$ cat src/rtl/btn_pkg.sv
// Shared definitions for the push-button debouncer: channel FSM encoding, default timing
// constants and the counter-width helper used to size the per-channel counters.
package btn_pkg;

    typedef enum logic [1:0] {
        IDLE         = 2'd0,
        PRESS_WAIT   = 2'd1,
        PRESSED      = 2'd2,
        RELEASE_WAIT = 2'd3
    } btn_state_e;

    localparam int         DEF_DEBOUNCE_CYCLES = 250000;    // 10 ms at 25 MHz
    localparam int         DEF_LONG_CYCLES     = 25000000;  // 1 s at 25 MHz
    localparam logic [6:0] DEF_INV_MASK        = 7'b0000001;

    // Bits needed to hold the values 0..n-1, never less than one.
    function automatic int cnt_width(input int n);
        return (n > 1) ? $clog2(n) : 1;
    endfunction

endpackage

$ cat src/rtl/debounce_ch.sv
// One button channel: optional inversion, 2-flop synchroniser, debounce FSM and long-press timer.
// Latency 2 + DEBOUNCE_CYCLES cycles from raw edge to o_btn; no backpressure, pulses last one cycle.
module debounce_ch
    import btn_pkg::*;
#(
    parameter int DEBOUNCE_CYCLES = DEF_DEBOUNCE_CYCLES,
    parameter int LONG_CYCLES     = DEF_LONG_CYCLES,
    parameter bit INV             = 1'b0
) (
    input  logic i_clk,
    input  logic i_rst_n,
    input  logic raw,
    output logic o_btn,
    output logic o_press,
    output logic o_release,
    output logic o_long
);

    localparam int             DCW       = cnt_width(DEBOUNCE_CYCLES);
    localparam int             LCW       = cnt_width(LONG_CYCLES + 1);
    localparam logic [DCW-1:0] DEB_LAST  = DCW'(DEBOUNCE_CYCLES - 1);
    localparam logic [LCW-1:0] LONG_MAX  = LCW'(LONG_CYCLES);
    localparam logic [LCW-1:0] LONG_LAST = LCW'(LONG_CYCLES - 1);

    logic [1:0]     sync_q;
    logic           s;
    btn_state_e     state_q, state_d;
    logic [DCW-1:0] dcnt_q, dcnt_d;
    logic [LCW-1:0] lcnt_q, lcnt_d;
    logic           btn_d, press_d, release_d, long_d;

    assign s = sync_q[1];

    always_ff @(posedge i_clk or negedge i_rst_n) begin
        if (!i_rst_n) begin
            sync_q    <= 2'b00;
            state_q   <= IDLE;
            dcnt_q    <= '0;
            lcnt_q    <= '0;
            o_btn     <= 1'b0;
            o_press   <= 1'b0;
            o_release <= 1'b0;
            o_long    <= 1'b0;
        end else begin
            sync_q    <= {sync_q[0], raw ^ INV};
            state_q   <= state_d;
            dcnt_q    <= dcnt_d;
            lcnt_q    <= lcnt_d;
            o_btn     <= btn_d;
            o_press   <= press_d;
            o_release <= release_d;
            o_long    <= long_d;
        end
    end

    always_comb begin
        state_d   = state_q;
        dcnt_d    = dcnt_q;
        lcnt_d    = lcnt_q;
        press_d   = 1'b0;
        release_d = 1'b0;
        long_d    = 1'b0;
        case (state_q)
            IDLE: begin
                lcnt_d = '0;
                if (s) begin
                    state_d = PRESS_WAIT;
                    dcnt_d  = '0;
                end
            end
            PRESS_WAIT: begin
                if (!s) begin
                    state_d = IDLE;
                    dcnt_d  = '0;
                end else if (dcnt_q == DEB_LAST) begin
                    state_d = PRESSED;
                    press_d = 1'b1;
                end else begin
                    dcnt_d = dcnt_q + 1'b1;
                end
            end
            PRESSED: begin
                // Saturating timer: LONG_LAST is passed exactly once per accepted press.
                if (LONG_CYCLES > 0) begin
                    long_d = (lcnt_q == LONG_LAST);
                    if (lcnt_q != LONG_MAX) lcnt_d = lcnt_q + 1'b1;
                end
                if (!s) begin
                    state_d = RELEASE_WAIT;
                    dcnt_d  = '0;
                end
            end
            RELEASE_WAIT: begin
                if (s) begin
                    state_d = PRESSED;
                end else if (dcnt_q == DEB_LAST) begin
                    state_d   = IDLE;
                    release_d = 1'b1;
                    lcnt_d    = '0;
                end else begin
                    dcnt_d = dcnt_q + 1'b1;
                end
            end
            default: state_d = IDLE;
        endcase
    end

    // A bounce during release keeps the level asserted until the release is accepted.
    assign btn_d = (state_d == PRESSED) || (state_d == RELEASE_WAIT);

endmodule

$ cat src/rtl/btn_debounce.sv
// NBTN independent debounced button channels with press, release and long-press pulses.
// Latency 2 + DEBOUNCE_CYCLES cycles per channel; no backpressure, all outputs registered.
module btn_debounce
    import btn_pkg::*;
#(
    parameter int              NBTN            = 7,
    parameter int              DEBOUNCE_CYCLES = DEF_DEBOUNCE_CYCLES,
    parameter int              LONG_CYCLES     = DEF_LONG_CYCLES,
    parameter logic [NBTN-1:0] INV_MASK        = NBTN'(DEF_INV_MASK)
) (
    input  logic            i_clk,
    input  logic            i_rst_n,
    input  logic [NBTN-1:0] btn,
    output logic [NBTN-1:0] o_btn,
    output logic [NBTN-1:0] o_press,
    output logic [NBTN-1:0] o_release,
    output logic [NBTN-1:0] o_long
);

    for (genvar i = 0; i < NBTN; i++) begin : g_ch
        debounce_ch #(
            .DEBOUNCE_CYCLES(DEBOUNCE_CYCLES),
            .LONG_CYCLES    (LONG_CYCLES),
            .INV            (INV_MASK[i])
        ) u_ch (
            .i_clk    (i_clk),
            .i_rst_n  (i_rst_n),
            .raw      (btn[i]),
            .o_btn    (o_btn[i]),
            .o_press  (o_press[i]),
            .o_release(o_release[i]),
            .o_long   (o_long[i])
        );
    end

endmodule

$ cat config.mk
export PLATFORM = sky130hd
export DESIGN_NAME = btn_debounce
export DESIGN_NICKNAME = d
export VERILOG_FILES = /design/src/rtl/btn_pkg.sv /design/src/rtl/debounce_ch.sv /design/src/rtl/btn_debounce.sv
export SDC_FILE = /design/constraint.sdc
export NUM_CORES = 1
export LEC_CHECK = 0
export CAP_MARGIN = 20
export CORE_AREA = 2 2 158 222
export DETAILED_ROUTE_END_ITERATION = 8
export DIE_AREA = 0 0 160 224
export HOLD_SLACK_MARGIN = 0.03
export PLACE_DENSITY = 0.76
export SYNTH_ARGS = -nofsm -noshare
export SYNTH_HDL_FRONTEND = slang
export SYNTH_HIERARCHICAL = 1
export SYNTH_SLANG_ARGS = --single-unit
$ cat constraint.sdc
create_clock -name i_clk -period 4.9 [get_ports i_clk]
set_input_delay 0.49 -clock i_clk [delete_from_list [all_inputs] [get_ports i_clk]]
set_output_delay 0.49 -clock i_clk [all_outputs]
set_load 0.02 [all_outputs]
# Yosys cells after proc, flatten, opt, wreduce, memory -nomap -nowiden
# Cells that the tools add are included.
[totals] wordCells=358 output_inout_bits=28 inputBits=9 register_bits=357
[classes] n_eq_ne=91 reduce_logical=35 bitwise_logic=1 n_addsub=14 n_mux=161
[op_table] op="two-way mux 18 bit" count=35
[op_table] op="two-way mux 25 bit" count=21
[op_table] op="case mux 25 bit (3 select lines)" count=7
[op_table] op="case mux 18 bit (4 select lines)" count=7
[op_table] op="adder 25 x 1 -> 25 bit (second input constant)" count=7
[op_table] op="== test 25 bit (second input constant)" count=7
[op_table] op="inequality test 25 bit (second input constant)" count=7
[op_table] op="adder 18 x 1 -> 18 bit (second input constant)" count=7
[op_table] op="== test 18 bit (second input constant)" count=7
[op_table] op="two-way mux 2 bit" count=42
[op_table] op="== test 2 bit (second input constant)" count=28
[op_table] op="case mux 2 bit (4 select lines)" count=7
[op_table] op="two-way mux 1 bit" count=42
[op_table] op="inequality test 2 x 1 -> 1 bit (second input constant)" count=21
[op_table] op="inequality test 2 bit (second input constant)" count=14
[op_table] op="AND reduction 4 bit" count=7
[op_table] op="AND reduction 3 bit" count=7
[op_table] op="nonzero test 3 bit" count=7
[op_table] op="== test 2 x 1 -> 1 bit (second input constant)" count=7
[op_table] op="zero test 2 bit" count=7
[op_table] op="logical OR 1 bit" count=7
[op_table] op="inverter 1 bit" count=1

# Longest topological paths before layout
[depth] word_depth=6 depth_mapped=9 depth_no_buf=6

# Cells and area by module
# The synthesis kept the hierarchy.
[by_module_without_submodules] mod="debounce_ch at g_ch[1].u_ch ..." n_inst=5 area_per_inst_um2=2859.0 cells_each=322
[by_module_without_submodules] mod="debounce_ch at g_ch[0].u_ch" n_inst=1 area_per_inst_um2=2969.1 cells_each=331
[by_module_without_submodules] mod="debounce_ch at g_ch[6].u_ch" n_inst=1 area_per_inst_um2=2785.2 cells_each=295

# Least setup slack after synthesis
# Ideal clock, no wire load.
[synth_path] kind="flip-flop to flip-flop" from="register g_ch[0].u_ch.dcnt_q[0]" to="register g_ch[0].u_ch.lcnt_q[14]" t_required_ns=4.774 path_slack_ns=2.694 stages_incl_launch_ff=9 path_buffers=2 setup_ns=0.126 t_arrival_ns=2.080 synth_period_minus_slack_ns=2.206 cell_sequence="dfrtp_1 -> ha_1 -> and3_1 -> nand4_2 -> o41a_1 -> buf_6 -> or2_1 -> buf_6 -> a221o_1"
[synth_between] elab_chain_len=3
[synth_lines] element="from (decl)" line_no="debounce_ch.sv:28" text="logic [DCW-1:0] dcnt_q, dcnt_d;"
[synth_lines] element="from (signal assigned)" line_no="debounce_ch.sv:47" text="dcnt_q <= dcnt_d;"
[synth_lines] element="== test 18 bit" line_no="debounce_ch.sv:96" text="end else if (dcnt_q == DEB_LAST) begin"
[synth_lines] element="inequality test 2 x 1 -> 1 bit (no line)"
[synth_lines] element="AND reduction 4 bit (no line)"
[synth_lines] element="to (signal assigned)" line_no="debounce_ch.sv:48" text="lcnt_q <= lcnt_d;"
[synth_lines] element="to (decl)" line_no="debounce_ch.sv:29" text="logic [LCW-1:0] lcnt_q, lcnt_d;"
# Every way passes these cells.
# A chain may end at the register's enable or synchronous reset.

# Worst setup path in the final report
[layout_path] from="register g_ch[0].u_ch.state_q[1]" to="register g_ch[0].u_ch.lcnt_q[0]"
[layout_between] elab_chain_len=3 word_cells_on_any_way=9 cone_classes="eq/ne (5); mux (1); reduce/logical (3)"
[layout_lines] element="from (decl)" line_no="debounce_ch.sv:27" text="btn_state_e state_q, state_d;"
[layout_lines] element="from (signal assigned)" line_no="debounce_ch.sv:46" text="state_q <= state_d;"
[layout_lines] element="== test 2 bit / zero test 2 bit (equally long branches)" line_no="debounce_ch.sv:63" text="case (state_q)"
[layout_lines] element="inequality test 2 bit (no line) (tied with other cells)"
[layout_lines] element="AND reduction 4 bit (no line)"
# Parallel ways exist; a longest one is shown, timed or not.

==> impl_metrics.yaml <==
status:
  status: "finished clean"
synthesis:
  ys_ff_latch: 357
  synth_edf_count: 0
  syn_area_per_cell_um2: 8.97
  syn_area_um2: 20000
  synthCells: 2236
  yosys_warnings: 6
  synthArstFlopShare_pct: 100
  syn-num-nets: 2266
  yosysSeqAreaShare_pct: 44.6
  yosys.cell_types.count: 78
  synth_flop_cell: "dfrtp_1"
critical_path:
  r2r_slack_ps: 2230
  path_max_fanout: 15
  path_class: "register to register"
  crit_arrival_ps: 3080
  crit_required_ps: 5310
  endpoint_kind: "register"
  startpoint_type: "register"
sta:
  finalCriticalPeriod_ps: 2670
  setup_viol: 0
  max_freq_ghz: 0.374
  rsz0062_at_grt: "false"
  drv_slew: 0
  worst-slew-pin-transition_ps: 1050
  hold_slack_ps: 348
  hold_viol_final: 0
  period_share_pct: 54.5
  setup_tns_ps: 0
  maxSlewHeadroom_pct: 29.5
  skew_ps: 8.27
clock_network:
  clock_latency_ps: 530
  cts_resized: 0
  cts_sinks: 357
  clk_pin_slew_ps: 60
  cts_root_buffer: "clkbuf_16"
  cts_buffers: 38
  cts_setup_buffers: 0
  clockBufferDepth: 3
  htreeDepth: 2
  cts_tree: "built"
global_route:
  grt_max_degree: 108
  antenna_found_initial: 0
  gr-usage-all-layers_pct: 24.7
  grt_pass1_wl_um: 76600
  grt_pass1_vias: 16700
  grt-ovfl-total: 0
floorplan:
  die_h_um: 224
  initial_core_util_pct: 59.3
  coreArea_um2: 33800
  die-area_um2: 35800
  die_w_um: 160
  num_rows: 80
  pin_count: 37
routing:
  ant_nets: 0
  drtIter0Drc: 1359
  wl_met3_um: 1410
  routed.top_layer: "met4"
  drcViolationCount: 0
  vias_per_cell: 6.42
  routed_wl_um: 43700
  num_vias: 17300
  post_drt_wl_per_cell_um: 16.3
  dr.pass1.iters: 6
  wl_met2_um: 22400
  met1_length_um: 19100
final_layout:
  layout_common_cells: "dfrtp_1 (357), nand2_1 (293), o21ai_0 (174)"
  nets: 2238
  mostFrequentLayoutCell: "dfrtp_1"
  nFillCells: 2834
  area_growth_pct: 9.38
  diodes: 0
  drive_gt1_share_pct: 7.02
min_path:
  worstHoldPathType: "register to register"
placement:
  dp_hpwl_um: 28700
  place_congestion: 0.908
  numPortBuffers: 36
power_and_ir_drop:
  cellPowerDensity_nw_per_um2: 296
  power_mw: 6.48
  p_leak_nw: 9.06
  peakVddDrop_uv: 296
flow_run:
  cap_violations: 0
==> through the flow <==
step	std cells	instance area (um2)	setup slack [ps]	util, %
global route	2688	21900	2010	64.8
global placement	2613	20500	2370	60.5
finish	2688	21900	2230	64.8
CTS	2683	21900	2310	64.7
detailed placement	2613	20500	2310	60.5
floorplan	2236	20000	2690	-
==> critical path: stages (launching register included) <==
cell	delay [ps]
dfrtp_1	540
nor2b_1	180
buf_4	210
nand4b_1	200
nor4_4	650
buf_4	320
nand2b_1	300
o21ai_0	130
==> cell usage after synthesis, drive strengths merged (7+ instances only) <==
cell type | instances | area share, %
nor2 | 130 | 2.5
inv | 58 | 1.1
a211o | 12 | 0.52
or3 | 33 | 1.2
and4 | 31 | 1.4
o41ai | 13 | 0.57
and3 | 62 | 2.0
nor4bb | 10 | 0.50
a22oi | 7 | 0.26
nand3 | 144 | 3.6
nand4 | 53 | 1.7
or4 | 20 | 0.86
nand3b | 12 | 0.45
o22ai | 10 | 0.31
o31ai | 38 | 1.5
ha | 21 | 1.3
o21ai | 175 | 4.4
clkbuf | 76 | 1.4
nor4 | 42 | 1.9
a21o | 18 | 0.67
mux2 | 15 | 0.84
a2bb2oi | 14 | 0.61
o22a | 11 | 0.48
buf | 47 | 1.8
nor4b | 8 | 0.42
nor2b | 7 | 0.22
xnor2 | 16 | 0.70
o21a | 7 | 0.26
and2 | 29 | 0.92
a31oi | 154 | 4.8
xor2 | 28 | 1.2
nand2b | 19 | 0.59
a21oi | 75 | 1.9
a221o | 13 | 0.65
nor3 | 57 | 1.4
nor3b | 10 | 0.37
or2 | 20 | 0.62
dfrtp | 357 | 45
a22o | 34 | 1.5
nand2 | 294 | 5.5
==> final cells by class <==
class / count / area (um2) / area share, %
multi-input cells: 1698 / 10300 / 46.8
clock inverters: 14 / 282 / 1.28
flip-flops and latches: 357 / 8930 / 40.7
inverters: 58 / 218 / 0.993
repair buffers: 55 / 523 / 2.38
clock buffers: 55 / 1150 / 5.24
well taps: 451 / 564 / 2.57
==> logic make-up after synthesis <==
logic type	count (synthesis)	synth area share [%]
and+or+nand+nor	988	26.5
AOI/OAI and AO/OA	625	20.3
buffers and inverters	181	4.30
xor gates and xnor gates	44	1.92
muxes	20	1.09
adders and majority gates	21	1.31
DFF	357	44.6
==> final timing paths <==
path | cells after the start | endpoint | start
setup / recovery | 7 | g_ch[0].u_ch/lcnt_q[0] | g_ch[0].u_ch/state_q[1]
hold / removal | 0 | g_ch[2].u_ch/sync_q[1] | g_ch[2].u_ch/sync_q[0]
setup reg to reg | 7 | g_ch[0].u_ch/lcnt_q[0] | g_ch[0].u_ch/state_q[1]
hold reg to reg | 0 | g_ch[2].u_ch/sync_q[1] | g_ch[2].u_ch/sync_q[0]
max in group asynchronous | 3 | g_ch[3].u_ch/dcnt_q[0] | i_rst_n
min in group asynchronous | 2 | g_ch[1].u_ch/lcnt_q[0] | i_rst_n
==> repair_timing <==
action | 4_1_cts | 5_1_grt
hold buffers | 1 | 0
setup endpoints to repair | 0 | 0
endpoints found under the hold margin | 7 | 0
==> registers in the layout, indices dropped and copies added, names as in the netlist <==
signal and count:
g_ch.u_ch/dcnt_q 126, g_ch.u_ch/sync_q 14, g_ch.u_ch/o_release 7, g_ch.u_ch/o_press 7, g_ch.u_ch/state_q 14, g_ch.u_ch/o_btn 7
g_ch.u_ch/lcnt_q 175, g_ch.u_ch/o_long 7
==> power by group <==
part	total, mW	switching, mW	internal, mW	leakage (nW)
clock	3.24	1.19	2.05	0.689
sequential	3.01	0.0401	2.97	4.93
combinational	0.226	0.162	0.0646	3.44
total	6.48	1.39	5.09	9.06
==> routing by layer <==
metal  GRT usage (%)  vias up
met5               0        -
met4            8.46        0
met3            3.07       77
met2            44.0      352
met1            31.0     8518
li1                -     8308
(Power assumes the default switching activity.)
